## src/rtl/memguard_regulator.sv

```systemverilog
// Per-queue budget regulator with fixed-priority arbitration over a programmable period.
// Optional slack reclamation when MEMGUARD_RECLAIM_EN is defined.
module memguard_regulator #(
    parameter int NUMBER_OF_QUEUES = 4,
    parameter int REGISTER_SIZE    = 16,
    parameter int PRIORITY_SIZE    = 4,
    parameter int PERIOD_SIZE      = 16
) (
    input  logic                                       clock,
    input  logic                                       reset,
    input  logic [NUMBER_OF_QUEUES*REGISTER_SIZE-1:0]  budgets,
    input  logic [NUMBER_OF_QUEUES*PRIORITY_SIZE-1:0]  priorities,
    input  logic [PERIOD_SIZE-1:0]                     period,
    input  logic [NUMBER_OF_QUEUES-1:0]                empty,
    input  logic                                       update,
    output logic                                       valid,
    output logic [$clog2(NUMBER_OF_QUEUES)-1:0]        selection,
    output logic [NUMBER_OF_QUEUES-1:0]                throttled,
    output logic                                       replenish
);

    localparam int SEL_W = $clog2(NUMBER_OF_QUEUES);

    logic [PERIOD_SIZE-1:0]   pcnt;
    logic [REGISTER_SIZE-1:0] cnt   [NUMBER_OF_QUEUES];
    logic [REGISTER_SIZE-1:0] cnt_n [NUMBER_OF_QUEUES];

    logic                        boundary;
    logic [NUMBER_OF_QUEUES-1:0] hit;
    logic [NUMBER_OF_QUEUES-1:0] elig;
    logic [NUMBER_OF_QUEUES-1:0] thr_n;
    logic [NUMBER_OF_QUEUES-1:0] cand;
    logic                        found;
    logic [SEL_W-1:0]            best;
    logic [PRIORITY_SIZE-1:0]    best_pri;

    // The >= test lets a shrinking period take effect on the very next edge.
    always_comb begin
        boundary = (period != '0) && (pcnt >= period - PERIOD_SIZE'(1));
    end

    // Eligibility is judged on the next-state count so the registered grant never over-issues.
    always_comb begin
        for (int i = 0; i < NUMBER_OF_QUEUES; i++) begin
            hit[i] = update & valid & (selection == SEL_W'(i));
            if (boundary)
                cnt_n[i] = hit[i] ? REGISTER_SIZE'(1) : '0;
            else if (cnt[i] == '1)
                cnt_n[i] = cnt[i];
            else
                cnt_n[i] = cnt[i] + REGISTER_SIZE'(hit[i]);
            thr_n[i] = (budgets[i*REGISTER_SIZE +: REGISTER_SIZE] != '0) && (period != '0) &&
                       (cnt_n[i] >= budgets[i*REGISTER_SIZE +: REGISTER_SIZE]);
            elig[i]  = ~empty[i] & ~thr_n[i];
        end
    end

    // NOTE: every always_comb output gets a default first so no latch is inferred.
    always_comb begin
        cand = elig;
`ifdef MEMGUARD_RECLAIM_EN
        // Idle memory: let throttled non-empty queues soak up the slack.
        if (elig == '0)
            cand = ~empty;
`endif
        found    = 1'b0;
        best     = '0;
        best_pri = '0;
        for (int i = 0; i < NUMBER_OF_QUEUES; i++) begin
            if (cand[i] && (!found || priorities[i*PRIORITY_SIZE +: PRIORITY_SIZE] > best_pri)) begin
                found    = 1'b1;
                best     = SEL_W'(i);
                best_pri = priorities[i*PRIORITY_SIZE +: PRIORITY_SIZE];
            end
        end
    end

    // NOTE: sequential state uses non-blocking assignments so all registers update together.
    always_ff @(posedge clock or negedge reset) begin
        if (!reset) begin
            pcnt      <= '0;
            valid     <= 1'b0;
            selection <= '0;
            throttled <= '0;
            replenish <= 1'b0;
            // NOTE: the usage counters are flops, not RAM, so they are reset with the rest of the state.
            for (int i = 0; i < NUMBER_OF_QUEUES; i++)
                cnt[i] <= '0;
        end else begin
            pcnt      <= boundary ? '0 : (period == '0 ? '0 : pcnt + PERIOD_SIZE'(1));
            valid     <= found;
            if (found)
                selection <= best;
            throttled <= thr_n;
            replenish <= boundary;
            for (int i = 0; i < NUMBER_OF_QUEUES; i++)
                cnt[i] <= cnt_n[i];
        end
    end

endmodule

```

## config.mk

```make
export PLATFORM = sky130hd
export DESIGN_NAME = memguard_regulator
export DESIGN_NICKNAME = d
export VERILOG_FILES = /design/src/rtl/memguard_regulator.sv
export SDC_FILE = /design/constraint.sdc
export NUM_CORES = 1
export LEC_CHECK = 0
export BUFFER_PORTS_ARGS = -buffer_cell sky130_fd_sc_hd__clkbuf_2
export CELL_PAD_IN_SITES_DETAIL_PLACEMENT = 0
export CELL_PAD_IN_SITES_GLOBAL_PLACEMENT = 1
export CORE_UTILIZATION = 45
export CTS_BUF_LIST = sky130_fd_sc_hd__clkbuf_2
export CTS_CLUSTER_DIAMETER = 40
export CTS_CLUSTER_SIZE = 28
export DETAILED_ROUTE_END_ITERATION = 8
export GPL_TIMING_DRIVEN = 1
export MAX_ROUTING_LAYER = met4
export PLACE_DENSITY = 0.85
export SLEW_MARGIN = 5
export SYNTH_ARGS = -nofsm -noshare
export SYNTH_HDL_FRONTEND = slang
export SYNTH_SLANG_ARGS = --single-unit
```

## constraint.sdc

```tcl
create_clock -name clock -period 9.8 [get_ports clock]
set_clock_uncertainty 0.1 [all_clocks]
set_input_delay 0.98 -clock clock [delete_from_list [all_inputs] [get_ports clock]]
set_output_delay 0.98 -clock clock [all_outputs]
set_load 0.01 [all_outputs]
```

==> reports/qor.yml <==
outcome: "completed"
critical_path.max_stage_delay_ns: 0.42
rsz0062_at_grt: "false"
gp_congestion: 0.839
clock-sinks: 88
relSlewSlack: 0.241
drt_pass1_iterations: 4
endpoint_kind: "register"
wl_per_cell_um: 14.9
wl_mm: 16.7
clk-insertion-delay-late_ns: 0.61
p_leak_nw: 4.08
die_w_um: 127
cp.depth: 48
hold_viol: 0
grt_antenna_before_repair: 1
yosys_warnings: 0
worst_ep_required_time_ns: 10.19
synth_area_um2: 7010
cp_max_fo: 9
cts_tree: "yes"
clock_path_buffers: 2
setup_viol: 0
criticalPathCategory: "in -> reg"
num_rows: 45
yosysTopAreaCell: "dfrtp_1"
place_area_um2: 7790
cts-buffers-inserted: 9
worst_slew_pin_slew_ns: 1.13
grt_pass1_vias: 5846
netlist_instances: 804
holdBufCountCts: 0
portBuffers: 110
ir_drop_mv: 0.0650
r2r_slack_ns: 1.99
drc_errors: 0
post-route-min-period_ns: 9.03
grt_pass1_wl_mm: 27.5
core_area_um2: 15200
vias_per_cell: 5.36
synth_top_area_frac: 0.314
synth_nets: 1009
hold_path_class: "in -> async"
setup_tns_ns: 0
r2r-end: "selection[0]$_DFFE_PN0P_"
critPathArrivalTime_ns: 9.41
ys_seq_area_frac: 0.314
cts-htree-levels: 3
ant_nets: 0
timing.rr.start: "pcnt[0]$_DFF_PN0_"
timing.hold.ws_ns: 0.167
die-height_um: 127
fin_nets: 1130
grt_overflow: 0
drv_cap: 0
syn_to_final_growth_pct: 14.0
synth-edff-count: 0
fillers: 1504
cts.clk_slew.worst_paths_ns: 0.24
critPathBufInv: 5
vias: 6003
r2r_cells: 40
syn_avg_cell_area_um2: 8.72
drive_gt1_frac: 0.166
power.density_nw_per_um2: 121
drt-initial-drc-count: 306
fin_area_um2: 7990
synthTopCellsByArea: "dfrtp_1, ha_1, nor2_1"
grt_use_total: 0.226
die-area_um2: 16100
clockRootBuffer: "clkbuf_2"
max_freq_mhz: 111
fin_crit_sh: 0.921
io_pins: 111
ys_ff_latch: 88
startpoint_type: "input pin"
ys.flop_type: "dfrtp_1"
grt_start_max_net_pins: 57
fin_util: 0.526
cp_slowest_cell: "or3_1"
hpwl_mm: 13.5
async_flop_share: 1.00
synth_cell_types: 56
start_util: 0.461
cp_top_family: "compound AO/OA/AOI/OAI gates"
drv_slew: 0
-- where the power goes --
group / internal (mW) / switching, mW
Sequential: 0.415 / 0.0571
Combinational: 0.148 / 0.160
Clock: 0.0586 / 0.132
-- worst max path at each step --
stage               startpoint                  endpoint  slack, ns
floorplan            period[2]  selection[1]$_DFFE_PN0P_       0.37
global placement     period[2]  selection[1]$_DFFE_PN0P_      -0.11
detailed placement   period[2]  selection[1]$_DFFE_PN0P_      -0.44
CTS                  period[2]  selection[1]$_DFFE_PN0P_       0.27
global route         period[2]  selection[0]$_DFFE_PN0P_       0.01
finish               period[2]  selection[0]$_DFFE_PN0P_       0.77
-- registers in the layout (all words and copies together) (netlist names) --
| signal | cells |
|---|---|
| cnt | 64 |
| pcnt | 16 |
| throttled | 4 |
| selection | 2 |
| replenish | 1 |
| valid | 1 |
-- cell usage after synthesis (2+ instances only) --
cell type	count
a2111oi_0	4
a211oi_1	9
a21o_1	5
a21oi_1	31
a31oi_1	2
and2_1	4
and3_1	12
and4_1	9
buf_2	6
clkbuf_1	3
dfrtp_1	88
ha_1	102
inv_1	79
mux2_2	5
mux2i_1	7
nand2_1	49
nand2b_1	14
nand3_1	33
nand3b_1	2
nand4_1	31
nor2_1	115
nor2b_1	9
nor3_1	14
nor3b_1	3
nor4_1	21
o2111ai_1	3
o211ai_1	2
o21a_1	7
o21ai_0	19
o21ai_1	3
o2bb2ai_1	4
or2_2	2
or4_1	2
xnor2_1	40
xor2_1	44
-- worst reg2reg max path: cells and delay by family, from the launching register on --
kind	cells	cell delay [ns]
compound gates	19	3.69
fa+ha+maj	5	1.37
simple gates	10	1.29
buf+inv	5	0.57
flops	1	0.48
mux	1	0.18
-- cells in the final DEF (no fill, tap or decap), drive strengths merged, types with 7 or more instances in the layout --
cell type | Yosys | routed
clkbuf | 3 | 119
nor2 | 115 | 115
ha | 102 | 102
dfrtp | 88 | 88
inv | 79 | 79
nand2 | 50 | 50
xor2 | 44 | 44
xnor2 | 40 | 40
nand3 | 33 | 33
nand4 | 31 | 31
a21oi | 31 | 31
o21ai | 23 | 23
nor4 | 22 | 22
nand2b | 14 | 14
nor3 | 14 | 14
and3 | 12 | 12
buf | 6 | 10
and4 | 9 | 9
nor2b | 9 | 9
a211oi | 9 | 9
o21a | 7 | 7
mux2i | 7 | 7
-- per-stage QoR --
stage	setup WS, ns	power, mW	std cells
final	0.774	0.970	1119
after global routing	0.0121	1.06	1119
after CTS	0.268	0.979	1112
after detailed placement	-0.439	0.781	1096
after global placement	-0.111	0.776	1096
after floorplan	0.373	0.681	804
-- cells by family after synthesis --
group                      Yosys count  share of synthesized area
buffers and inverters               88                     0.0482
DFF                                 88                      0.314
xor gates and xnor gates            84                      0.105
AOI/OAI and AO/OA                  102                     0.0962
adders and majority gates          102                      0.182
and+or+nand+nor                    328                      0.236
muxes                               12                     0.0180
-- repair_timing --
item                       in CTS  in global routing
setup endpoints to repair       0                  2
setup buffers                   0                  6
gates resized for setup         0                  4
-- layer usage --
| metal | vias up | routed length, µm | track usage |
|---|---|---|---|
| li1 | 3073 | - | - |
| met1 | 2794 | 7930 | 0.288 |
| met2 | 119 | 7620 | 0.356 |
| met3 | 17 | 916 | 0.0616 |
| met4 | 0 | 205 | 0.0546 |
| met5 | - | 0 | - |
-- area by class of cell --
type / instances / area [µm²] / area share
clock inverter: 6 / 60.1 / 0.00752
inverter: 79 / 297 / 0.0371
timing repair buffer: 119 / 646 / 0.0808
sequential: 88 / 2200 / 0.276
tap: 188 / 235 / 0.0294
multi-input combinational: 628 / 4500 / 0.563
clock buffer: 10 / 50.0 / 0.00626
antenna: 1 / 2.50 / 0.000313
Note: power is estimated with default switching activity, not from simulation.
